$ cat config.mk
export PLATFORM = sky130hd
export DESIGN_NAME = uart_tx_arbiter
export DESIGN_NICKNAME = d
export VERILOG_FILES = /design/src/rtl/uart_tx_arbiter.sv
export SDC_FILE = /design/constraint.sdc
export NUM_CORES = 1
export LEC_CHECK = 0
export BUFFER_PORTS_ARGS = -buffer_cell sky130_fd_sc_hd__buf_2
export CORE_MARGIN = 2
export CORE_UTILIZATION = 25
export DETAILED_ROUTE_END_ITERATION = 10
export PLACE_DENSITY_LB_ADDON = 0.25
export SYNTH_ARGS = -nofsm -noshare
export SYNTH_HDL_FRONTEND = slang
export SYNTH_SLANG_ARGS = --single-unit
$ cat constraint.sdc
create_clock -name clk -period 2 [get_ports clk]
set_clock_uncertainty 0.15 [all_clocks]
set_input_delay 0.2 -clock clk [delete_from_list [all_inputs] [get_ports clk]]
set_output_delay 0.2 -clock clk [all_outputs]
set_load 0.05 [all_outputs]
$ cat src/rtl/uart_tx_arbiter.sv
// Round-robin arbiter that shares one UART transmitter among three message sources.
// Define ARB_TIMEOUT_EN to build the watchdog that force-releases a silent grant after TIMEOUT_CYCLES.
module uart_tx_arbiter #(
  parameter int unsigned TIMEOUT_CYCLES = 1024
) (
  input  logic       clk,
  input  logic       reset,
  input  logic [2:0] req,
  input  logic [2:0] msgdone,
  input  logic [7:0] txdata0,
  input  logic [7:0] txdata1,
  input  logic [7:0] txdata2,
  input  logic [2:0] ldtxdata_in,
  input  logic       txempty,
  output logic [2:0] grant,
  output logic [7:0] txdata,
  output logic       ldtxdata,
  output logic       busy,
  output logic       timeout
);

  typedef enum logic [1:0] {
    ST_IDLE    = 2'd0,
    ST_GRANT   = 2'd1,
    ST_RELEASE = 2'd2
  } state_t;

  state_t     state_q;
  logic [2:0] grant_q;
  logic [1:0] sel_q;
  logic [1:0] last_q;
  logic       busy_q;

  logic [1:0] pick_d;
  logic       done;
  logic       ld_fwd;
  logic       expire;
  logic [7:0] bus    [3];
  logic [7:0] masked [3];

  assign bus[0] = txdata0;
  assign bus[1] = txdata1;
  assign bus[2] = txdata2;

  // The one-hot grant gates each source bus, so the output mux is a plain AND-OR.
  generate
    for (genvar gi = 0; gi < 3; gi++) begin : g_mux
      assign masked[gi] = bus[gi] & {8{grant_q[gi]}};
    end
  endgenerate

  assign ld_fwd   = (|(ldtxdata_in & grant_q)) & ~reset;
  assign ldtxdata = ld_fwd;
  assign txdata   = reset ? 8'h00 : (masked[0] | masked[1] | masked[2]);
  assign grant    = grant_q;
  assign busy     = busy_q;
  assign done     = |(grant_q & (msgdone | ~req));

  // First requester above the last one served, wrapping around.
  always_comb begin
    pick_d = 2'd0;
    case (last_q)
      2'd0:    pick_d = req[1] ? 2'd1 : (req[2] ? 2'd2 : 2'd0);
      2'd1:    pick_d = req[2] ? 2'd2 : (req[0] ? 2'd0 : 2'd1);
      default: pick_d = req[0] ? 2'd0 : (req[1] ? 2'd1 : 2'd2);
    endcase
  end

  always_ff @(posedge clk) begin
    if (reset) begin
      state_q <= ST_IDLE;
      grant_q <= 3'b000;
      sel_q   <= 2'd0;
      last_q  <= 2'd2;
      busy_q  <= 1'b0;
    end else begin
      case (state_q)
        ST_IDLE: begin
          if (|req) begin
            state_q <= ST_GRANT;
            grant_q <= 3'b001 << pick_d;
            sel_q   <= pick_d;
            busy_q  <= 1'b1;
          end
        end
        ST_GRANT: begin
          if (done || expire) begin
            state_q <= ST_RELEASE;
            grant_q <= 3'b000;
            last_q  <= sel_q;
          end
        end
        ST_RELEASE: begin
          // Hold the UART until the last byte has left the holding register.
          if (txempty) begin
            state_q <= ST_IDLE;
            busy_q  <= 1'b0;
          end
        end
        default: begin
          state_q <= ST_IDLE;
          grant_q <= 3'b000;
          busy_q  <= 1'b0;
        end
      endcase
    end
  end

`ifdef ARB_TIMEOUT_EN
  localparam logic [15:0] LIMIT = 16'(TIMEOUT_CYCLES - 1);

  logic [15:0] tcnt_q;
  logic        timeout_q;

  assign expire  = (state_q == ST_GRANT) && (tcnt_q == LIMIT) && !ld_fwd;
  assign timeout = timeout_q;

  // Counts granted cycles since the grant began or since the last forwarded byte.
  always_ff @(posedge clk) begin
    if (reset) begin
      tcnt_q    <= 16'd0;
      timeout_q <= 1'b0;
    end else begin
      timeout_q <= expire & ~done;
      if (state_q != ST_GRANT || ld_fwd) begin
        tcnt_q <= 16'd0;
      end else begin
        tcnt_q <= tcnt_q + 16'd1;
      end
    end
  end
`else
  logic unused_timeout_cfg;

  assign unused_timeout_cfg = |16'(TIMEOUT_CYCLES);
  assign expire             = 1'b0;
  assign timeout            = 1'b0;
`endif

endmodule

Word-level counts from Yosys, hierarchy flattened --
Cells that the tools add are included.
Storage, ports and cells: bits in registers 10, bits of input ports 36
Operators by class: eq/ne operators 6, multiplexer cells 18, reductions and logical operators 10, shifts and indexed selects 1, bitwise logic cells 13
Operator list (number):
- 8-bit AND | 3
- 2-bit two-way mux | 8
- 8-bit OR | 2
- 3-bit case mux with 3 select lines | 1
- 3-bit AND reduction | 3
- 3-bit OR reduction | 3
- 8-bit two-way mux | 1
- 3-bit AND | 2
- 3-bit two-way mux | 2
- 2-bit != test (second input constant) | 3
- 2-bit case mux with 3 select lines | 1
- 2-bit by 1-bit == test with 1-bit output (second input constant) | 2
- 2-bit logical NOT | 2
- 2-bit case mux with 2 select lines | 1
- 2-bit AND reduction | 2
- 1-bit two-way mux | 3
- 1-bit NOT | 3
- 3-bit NOT | 1
- 3-bit OR | 1
- 1-bit case mux with 3 select lines | 1
- 1-bit by 2-bit << shifter with 3-bit output (first input constant) | 1
- 2-bit == test (second input constant) | 1
- 1-bit AND | 1

Longest topological paths before layout --
word-level depth 6, mapped depth 4

Least setup slack after synthesis --
Ideal clock, no wire load.
kind reg-to-output, start point register grant_q[0], in the netlist grant[0], end point output port ldtxdata, setup slack -94 ps, data required time 1650 ps, arrival time 1744 ps, stages on the path, launching flop included 4, path buffers 1, cell sequence dfxtp_1 -> clkbuf_1 -> a222oi_1 -> nor2_1
On the way: word-level cells in the longest chain between the ends 3
Ends and longest elaborated chain:
- from (decl) | line 29 | logic [2:0] grant_q;
- from (signal assigned) | line 81 | grant_q <= 3'b001 << pick_d;
- 3-bit AND | line 52 | assign ld_fwd = (|(ldtxdata_in & grant_q)) & ~reset;
- 3-bit OR reduction | line 52
- 1-bit AND | line 52
- to (decl) | line 17 | output logic ldtxdata,
Every way passes these cells.

Final worst setup path --
start point register grant_q[0], in the netlist grant[0], end point output port txdata[5]
On the way: word-level cells in the longest chain between the ends 4
Ends and longest elaborated chain:
- 8-bit AND | line 48 | assign masked[gi] = bus[gi] & {8{grant_q[gi]}};
- 8-bit OR (2 in series) | line 54 | assign txdata = reset ? 8'h00 : (masked[0] | masked[1] | masked[2]);
- 8-bit two-way mux | line 54
- to (decl) | line 16 | output logic [7:0] txdata,
Every way passes these cells.

==> impl_metrics.yaml <==
worst_setup_path:
  rr_startpoint: "grant[1]"
  crit_end: "txdata[5]"
  regToRegEndpoint: "last_q[0]"
  ff2ff_setup_slack_ns: 0.29
  worstPathRequired_ns: 1.65
  crit_path_end_kind: "primary output"
  cp_max_fo: 12
  worstSetupStartpoint: "grant[0]"
  start_kind: "flop"
  critPathArrivalTime_ns: 1.42
  worstRegToRegCells: 3
  path_class: "reg2out"
power_and_ir_drop:
  power.density_cell_area_mw_per_mm2: 719
  vdd_ir_drop_max_mv: 0.334
  p_leak_nw: 0.431
  p_total_uw: 676
synthesis:
  yosysSeqAreaShare: 0.309
  synth_largest_area_cell: "dfxtp_1"
  yosysMostFrequentCell: "nor2_1"
  synth-edff-count: 0
  syn_area_per_cell_sq_um: 7.44
  ys_warn_count: 0
  ys_top_cells_by_count: "18 x nor2_1, 10 x a222oi_1, 10 x dfxtp_1, 9 x nand2b_1, 6 x clkbuf_1"
  synth_nets: 123
  synthArstFlopShare: 0
  synthesis.area_sq_um: 647
  synth.top_cell.area_share: 0.309
  synth_cell_types: 23
  synth_seq_cells: 10
  yosys-top-cells-area: "dfxtp_1 31%, a222oi_1 15%, nor2_1 10%"
  ys_dominant_reg_cell: "dfxtp_1"
  syn_inst: 87
grt:
  grt_first_pass_wirelength_um: 2600
  antenna_found_initial: 0
  grt_usage: 0.121
  grt_pass1_vias: 597
  grt_overflow_total: 0
  grt_max_degree: 24
sta:
  setup_ws_ns: 0.227
  fmax_mhz: 564
  worst_slew_pin_slew_ns: 0.662
  setup_viol: 0
  rsz0062_at_grt: "no"
  final.setup.tns_ns: 0
  slew_headroom: 0.559
  fin_crit_ns: 1.77
  slew_viol_final: 0
  finalCritPeriodShare: 0.886
  finalHoldViolations: 0
drt:
  drt_wl_total_um: 2000
  via_count: 821
  first_iter_violations: 39
  wl_per_cell_um: 12.4
  viasPerCell: 5.10
  drt-pass1-iter-count: 7
  drc_errors: 0
  antenna_left: 0
final_layout:
  syn_to_final_growth_pct: 45.3
  diodes: 0
  layout-drive-gt1-share: 0.458
  nets: 169
die:
  rows: 18
  die_area_sq_mm: 0.00301
  core_sq_mm: 0.00245
  io_pins: 50
  start_util: 0.264
  die_h_um: 54.9
  die_w_um: 54.9
flow_run:
  drv_cap: 0
clocking:
  cts_sinks: 10
  numCtsBuffers: 3
  cts_root_buffer: "clkbuf_4"
  clock_latency_ns: 0.26
  clock_path_buffers: 2
  post_cts_buffers: 0
  htree_levels: 1
  cts_tree: "done"
  hold_buffers: 0
  cts.clk_slew.worst_paths_ns: 0.06
  ctsResizeCount: 0
hold_path:
  min_path_type: "in2reg"
  holdPathStages: 4
outcome:
  status: "completed"
placed_design:
  detailed_place_hpwl_um: 1570
  routabilityCongestion: 0.749
  numPortBuffers: 48
  place_ws_ns: 0.317
-- flip-flops by register name (all words and copies together) (netlist names) --
| signal | cells |
|---|---|
| last_q | 2 |
| grant | 3 |
| sel_q | 2 |
| state_q | 2 |
| busy | 1 |
-- final cells by class --
class	count	area [sq um]
multi-input combinational	68	432
tap	30	37.5
fill	270	1520
clock buffer	3	22.5
sequential	10	200
inverter	2	7.51
timing repair buffer	48	240
-- where the power goes --
| part | internal [mW] | switching, mW | total (mW) |
|---|---|---|---|
| combinational | 0.104 | 0.182 | 0.286 |
| sequential | 0.220 | 0.0353 | 0.256 |
| clock | 0.0694 | 0.0651 | 0.135 |
-- cell usage in the layout (no fill, tap or decap), types with 2 or more instances in the layout --
master,instances
nor3_1,5
a211o_1,2
o22ai_1,2
nand2_1,4
buf_2,48
a21oi_1,5
inv_1,2
a222oi_1,10
dfxtp_1,10
nor2_1,9
mux2i_1,2
clkbuf_4,3
nor2_2,9
nand2b_1,9
o21ai_0,2
-- kinds of logic (layout without fill, tap and decap cells) --
logic type / after synthesis / after routing / share of synthesized area
simple gates: 39 / 39 / 0.280
compound gates: 26 / 26 / 0.315
flops: 10 / 10 / 0.309
buf+inv: 9 / 53 / 0.0580
mux: 2 / 2 / 0.0309
other cells: 1 / 1 / 0.00580
-- per-stage QoR --
stage	util	cell area [sq um]	std cells	hold slack, ns
2_1_floorplan	-	669	87	0.230
3_3_place_gp	0.374	917	158	0.297
3_5_place_dp	0.374	917	158	0.305
4_1_cts	0.383	940	161	0.0516
5_1_grt	0.383	940	161	0.0734
6_report	0.383	940	161	0.0578
-- metal layers --
layer | GRT usage | wire length [um] | up-vias
met3 | 0.0328 | 95 | 2
met2 | 0.177 | 994 | 22
met1 | 0.166 | 900 | 382
met5 | 0 | 0 | -
met4 | 0.0500 | 11 | 0
li1 | - | - | 415
-- critical path: stages (launching register included) --
cell	delay (ns)
dfxtp_1	0.59
a222oi_1	0.21
nor2_2	0.10
buf_2	0.26
-- how the worst min path moves through the flow --
stage          startpoint          to  slack (ns)
2_1_floorplan       reset   last_q[0]        0.23
3_3_place_gp     sel_q[0]    sel_q[0]        0.30
3_5_place_dp     sel_q[0]    sel_q[0]        0.30
4_1_cts           txempty  state_q[1]        0.05
5_1_grt           txempty        busy        0.07
6_report          txempty  state_q[1]        0.06
Note: power is estimated with default switching activity, not from simulation.
